==> src/rtl/bp_fe_icache_pkg.sv <==
// Shared types for the FE icache LCE blocks: response arbiter state,
// source encoding and the LCE-to-CCE response message layout.
package bp_fe_icache_pkg;

   typedef enum logic {
      e_resp_arb_empty = 1'b0,
      e_resp_arb_full  = 1'b1
   } bp_fe_lce_resp_arb_state_e;

   // Source encoding, also the round-robin pointer value
   localparam logic e_resp_src_cmd = 1'b0;
   localparam logic e_resp_src_req = 1'b1;

   localparam int lce_cce_resp_type_width_gp = 3;

   typedef enum logic [lce_cce_resp_type_width_gp-1:0] {
      e_lce_cce_sync_ack     = 3'd0,
      e_lce_cce_inv_ack      = 3'd1,
      e_lce_cce_coh_ack      = 3'd2,
      e_lce_cce_tr_ack       = 3'd3,
      e_lce_cce_resp_wb      = 3'd4,
      e_lce_cce_resp_null_wb = 3'd5
   } bp_lce_cce_resp_type_e;

   // Id fields never collapse to zero bits, even with a single agent
   function automatic int bp_id_width(input int n);
      return (n > 1) ? $clog2(n) : 1;
   endfunction

   // Message layout, MSB to LSB: {dst_cce_id, src_lce_id, msg_type, addr}
   function automatic int bp_lce_cce_resp_width(input int num_cce, input int num_lce,
                                                input int addr_w);
      return bp_id_width(num_cce) + bp_id_width(num_lce)
           + lce_cce_resp_type_width_gp + addr_w;
   endfunction

endpackage

==> src/rtl/bp_fe_rr_arb2.sv <==
// Two-input round-robin arbiter with a strict-priority override for input 0.
// The pointer holds the last granted source and advances only on a grant.
module bp_fe_rr_arb2
   import bp_fe_icache_pkg::*;
(
   input  logic       clk_i,
   input  logic       reset_i,
   input  logic [1:0] reqs_i,
   input  logic       sync_i,
   input  logic       en_i,
   output logic [1:0] grant_o,
   output logic       last_o
);

   logic last_q, last_d;

   // One-hot grant: input 0 wins outright under override, else alternate on contention
   always_comb begin
      grant_o = 2'b00;
      if (en_i) begin
         if (sync_i) begin
            grant_o[0] = reqs_i[0];
            grant_o[1] = reqs_i[1] & ~reqs_i[0];
         end else if (&reqs_i) begin
            grant_o[0] = (last_q == e_resp_src_req);
            grant_o[1] = (last_q == e_resp_src_cmd);
         end else begin
            grant_o = reqs_i;
         end
      end
   end

   // Pointer follows the winner; override grants count too
   always_comb begin
      last_d = last_q;
      if (grant_o[1])      last_d = e_resp_src_req;
      else if (grant_o[0]) last_d = e_resp_src_cmd;
   end

   // Pointer register; reset points at req so cmd wins the first contest
   always_ff @(posedge clk_i) begin
      if (reset_i) last_q <= e_resp_src_req;
      else         last_q <= last_d;
   end

   assign last_o = last_q;

endmodule

==> src/rtl/bp_fe_lce_resp_arb.sv <==
// Shares the single outbound LCE response channel between the command
// handler and the miss-request FSM. The winner is captured in one output
// register and drained with valid/yumi; drain and refill may share a cycle.
module bp_fe_lce_resp_arb
   import bp_fe_icache_pkg::*;
#(
   parameter int num_cce_p        = 1,
   parameter int num_lce_p        = 2,
   parameter int lce_addr_width_p = 22,
   localparam int resp_width_lp   = bp_lce_cce_resp_width(num_cce_p, num_lce_p,
                                                          lce_addr_width_p)
) (
   input  logic                     clk_i,
   input  logic                     reset_i,
   input  logic                     sync_mode_i,
   input  logic [resp_width_lp-1:0] cmd_resp_i,
   input  logic                     cmd_resp_v_i,
   output logic                     cmd_resp_yumi_o,
   input  logic [resp_width_lp-1:0] req_resp_i,
   input  logic                     req_resp_v_i,
   output logic                     req_resp_yumi_o,
   output logic [resp_width_lp-1:0] lce_resp_o,
   output logic                     lce_resp_v_o,
   input  logic                     lce_resp_yumi_i,
   output logic                     last_grant_o
);

   bp_fe_lce_resp_arb_state_e state_q, state_d;
   logic [resp_width_lp-1:0]  data_q, data_d;
   logic                      slot_free;
   logic [1:0]                grant;

   // Slot is free when empty or being drained this cycle; never grant in reset
   always_comb begin
      slot_free = (state_q == e_resp_arb_empty) | lce_resp_yumi_i;
   end

   bp_fe_rr_arb2 u_arb (
      .clk_i   (clk_i),
      .reset_i (reset_i),
      .reqs_i  ({req_resp_v_i, cmd_resp_v_i}),
      .sync_i  (sync_mode_i),
      .en_i    (slot_free & ~reset_i),
      .grant_o (grant),
      .last_o  (last_grant_o)
   );

   assign cmd_resp_yumi_o = grant[0];
   assign req_resp_yumi_o = grant[1];

   // Next state and payload: refill on grant, go empty on bare drain, else hold
   always_comb begin
      state_d = state_q;
      data_d  = data_q;
      if (grant[0]) begin
         state_d = e_resp_arb_full;
         data_d  = cmd_resp_i;
      end else if (grant[1]) begin
         state_d = e_resp_arb_full;
         data_d  = req_resp_i;
      end else if ((state_q == e_resp_arb_full) && lce_resp_yumi_i) begin
         state_d = e_resp_arb_empty;
      end
   end

   // Output register and state; reset discards any buffered message
   always_ff @(posedge clk_i) begin
      if (reset_i) begin
         state_q <= e_resp_arb_empty;
         data_q  <= '0;
      end else begin
         state_q <= state_d;
         data_q  <= data_d;
      end
   end

   assign lce_resp_o   = data_q;
   assign lce_resp_v_o = (state_q == e_resp_arb_full);

endmodule

==> config.mk <==
export PLATFORM = sky130hd
export DESIGN_NAME = bp_fe_lce_resp_arb
export DESIGN_NICKNAME = d
export VERILOG_FILES = /design/src/rtl/bp_fe_icache_pkg.sv /design/src/rtl/bp_fe_rr_arb2.sv /design/src/rtl/bp_fe_lce_resp_arb.sv
export SDC_FILE = /design/constraint.sdc
export NUM_CORES = 1
export LEC_CHECK = 0
export BUFFER_PORTS_ARGS = -buffer_cell sky130_fd_sc_hd__buf_4
export CAP_MARGIN = 10
export CORE_ASPECT_RATIO = 0.9
export CORE_MARGIN = 2
export CORE_UTILIZATION = 48
export DETAILED_ROUTE_END_ITERATION = 12
export GPL_TIMING_DRIVEN = 0
export PLACE_DENSITY_LB_ADDON = 0.05
export SETUP_SLACK_MARGIN = 0.4
export SLEW_MARGIN = 20
export SYNTH_ARGS = -nofsm -noshare
export SYNTH_HDL_FRONTEND = slang
export SYNTH_SLANG_ARGS = --single-unit
==> constraint.sdc <==
create_clock -name clk_i -period 3.1 [get_ports clk_i]
set_input_delay 0.62 -clock clk_i [delete_from_list [all_inputs] [get_ports clk_i]]
set_output_delay 0.62 -clock clk_i [all_outputs]
set_load 0.01 [all_outputs]
==> flow_metrics.py <==
metrics = {
    "floorplanning": {
        "rows": 20,
        "die_h_um": 60.9,
        "ios": 91,
        "die-area_um2": 4100,
        "start_util": 0.508,
        "die_w_um": 67.2,
        "core_um2": 3400,
    },
    "clock_tree": {
        "cts-buffers-inserted": 5,
        "cts_root_buf": "clkbuf_8",
        "cts_setup_buffers": 0,
        "clock-sinks": 29,
        "cts_resized": 0,
        "cts_hold_buffers": 0,
        "htreeDepth": 2,
        "cts_buffer_depth": 2,
        "clk_pin_slew_worst_paths_ns": 0.06,
        "cts_tree": "built",
        "insertion_delay_ns": 0.28,
    },
    "route": {
        "viasPerCell": 5.39,
        "ant_nets": 0,
        "first_pass_iters": 4,
        "via_count": 1671,
        "wirelength_um": 4520,
        "drt_iter0_drc": 83,
        "avgRoutedWirePerCell_um": 14.6,
        "drc_errors": 0,
    },
    "power": {
        "pwr-share-comb": 0.300,
        "swShare": 0.292,
        "ir_drop_mv": 0.312,
        "p_switching_mw": 0.303,
        "p_int_mw": 0.736,
        "p_per_area_nw_per_um2": 409,
        "clockPowerShare": 0.287,
        "p_leak_nw": 1.13,
        "p_seq_frac": 0.413,
    },
    "synthesis": {
        "avgSynthCellArea_um2": 10.3,
        "ys_seq_area_frac": 0.336,
        "synth-async-reset-ratio": 0,
        "ys_ff_latch": 29,
        "synthTopCellsByArea": "dfxtp_1 (34%), a221oi_2 (17%), o32ai_2 (9.4%)",
        "synthFlopType": "dfxtp_1",
        "synth_top_area_share": 0.336,
        "synth_nets": 228,
        "ys_top_cells_by_count": "dfxtp_1 (29), inv_1 (27), a221oi_2 (20)",
        "synth_cell_type_count": 25,
        "yosys_warnings": 0,
        "netlist_area_um2": 1730,
        "synth_edf_count": 0,
        "syn-instance-count": 168,
        "synth_most_common_cell": "dfxtp_1",
        "yosys.area.top_type": "dfxtp_1",
    },
    "layout": {
        "nFillCells": 272,
        "antenna_cells": 0,
        "nNetsFinal": 325,
        "utilization": 0.746,
        "multiInputGateArea_um2": 946,
        "ff_latch_area_um2": 581,
        "syn2layout_area_growth_pct": 46.9,
        "final_layout_size_suffix_gt1_frac": 0.526,
    },
    "worst_setup_path": {
        "crit_top_cell": "buf_4",
        "cp-end-kind": "output pin",
        "crit_slowest_cell": "buf_2",
        "path_max_fanout": 10,
        "startpoint_type": "primary input",
        "path_cells": "buf_4 > nand2b_1 > nor2b_1 > buf_2 > nor3b_1 > buf_4",
        "worstSetupPathType": "in2out",
        "slowest_delay_ns": 0.31,
        "cp.required_ns": 2.48,
        "cp.arrival_ns": 1.77,
    },
    "grt": {
        "grt_max_degree": 11,
        "grt-ovfl-total": 0,
        "groute.usage.overall": 0.231,
        "grt_pass1_wl_um": 6880,
        "antenna_found_initial": 0,
        "grt_pass1_vias": 1556,
    },
    "timing": {
        "period_minus_slack_ns": 2.39,
        "max_slew.worst_pin.slew_ns": 0.738,
        "period_share": 0.771,
        "fin_skew_ns": 0.00502,
        "slew_headroom": 0.508,
        "final_max_slew_viol_count": 0,
        "rsz0062_at_grt": "false",
        "fin_ws_ns": 0.711,
        "hold_viol": 0,
        "tns_ns": 0,
        "max_freq_mhz": 419,
        "setup_viol": 0,
    },
    "placed_design": {
        "dp_slack_ns": 0.710,
        "gp_congestion": 0.706,
        "numPortBuffers": 90,
        "dp_hpwl_um": 3300,
    },
    "job": {
        "max_cap_violations": 0,
    },
    "outcome": {
        "status": "finished clean",
    },
    "hold_path": {
        "min_path_type": "reg2reg",
    },
}
==> worst max-delay path: cells and delay by family <==
family	cells	cell delay, ns
buffers and inverters	3	0.53
and+or+nand+nor	3	0.62
==> cell usage in the layout, fill, tap and decap left out <==
cell,instances
a211oi_1,1
nand2b_1,18
o32ai_1,17
buf_6,2
nor3b_4,1
inv_2,1
a221oi_1,7
a221oi_2,20
nor2_1,1
nor3b_1,1
dfxtp_1,29
o21ai_2,1
buf_4,90
inv_1,27
clkbuf_2,1
buf_1,1
nor2b_1,1
clkbuf_4,1
o21a_1,1
a21oi_1,2
buf_2,7
clkbuf_8,5
or2b_1,10
and2b_2,1
and2_1,1
o32ai_2,10
clkbuf_1,9
==> state kept, by name, summed over array words and instances (netlist names) <==
| signal | cells |
|---|---|
| lce_resp_o | 27 |
| u_arb.last_o | 1 |
| lce_resp_v_o | 1 |
==> layer usage <==
metal / part of all wire / global-route usage
met4: 0.012 / 0.0787
met1: 0.45 / 0.274
met2: 0.46 / 0.380
met3: 0.081 / 0.0965
met5: 0 / 0
==> worst paths after layout <==
kind	from	slack [ns]	cells after the start	endpoint
setup / recovery	lce_resp_yumi_i	0.71	6	req_resp_yumi_o
hold / removal	lce_resp_o[26]$_SDFFE_PP0P_	0.46	2	lce_resp_o[26]$_SDFFE_PP0P_
setup reg to reg	lce_resp_v_o$_SDFFE_PP0P_	1.56	4	lce_resp_o[23]$_SDFFE_PP0P_
hold reg to reg	lce_resp_o[26]$_SDFFE_PP0P_	0.46	2	lce_resp_o[26]$_SDFFE_PP0P_
==> final cells by class <==
class,count,area share
multi-input combinational,93,0.373
timing repair buffer,90,0.266
clock buffer,8,0.0315
buffer,18,0.0379
inverter,28,0.0414
tap,44,0.0217
sequential,29,0.229
==> power groups by stage <==
stage,registers (mW),logic (mW),clock network (mW)
global placement,0.435,0.312,0
floorplan,0.453,0.154,0
CTS,0.429,0.315,0.304
finish,0.429,0.312,0.298
detailed placement,0.437,0.314,0
global route,0.433,0.339,0.321
==> cell families (layout without fill, tap and decap cells) <==
group           Yosys count  after routing  synth area share
buf+inv                  46            144             0.117
compound gates           59             59             0.409
flops                    29             29             0.336
simple gates             34             34             0.138
==> per-stage QoR <==
step	power, mW	cell area, µm²	instances	hold WS, ns
after global routing	1.09	2540	310	0.476
final	1.04	2540	310	0.459
after CTS	1.05	2540	310	0.460
after global placement	0.747	2460	302	0.449
after floorplan	0.606	1730	168	0.487
after detailed placement	0.751	2460	302	0.451
Note: power is estimated with default switching activity, not from simulation.
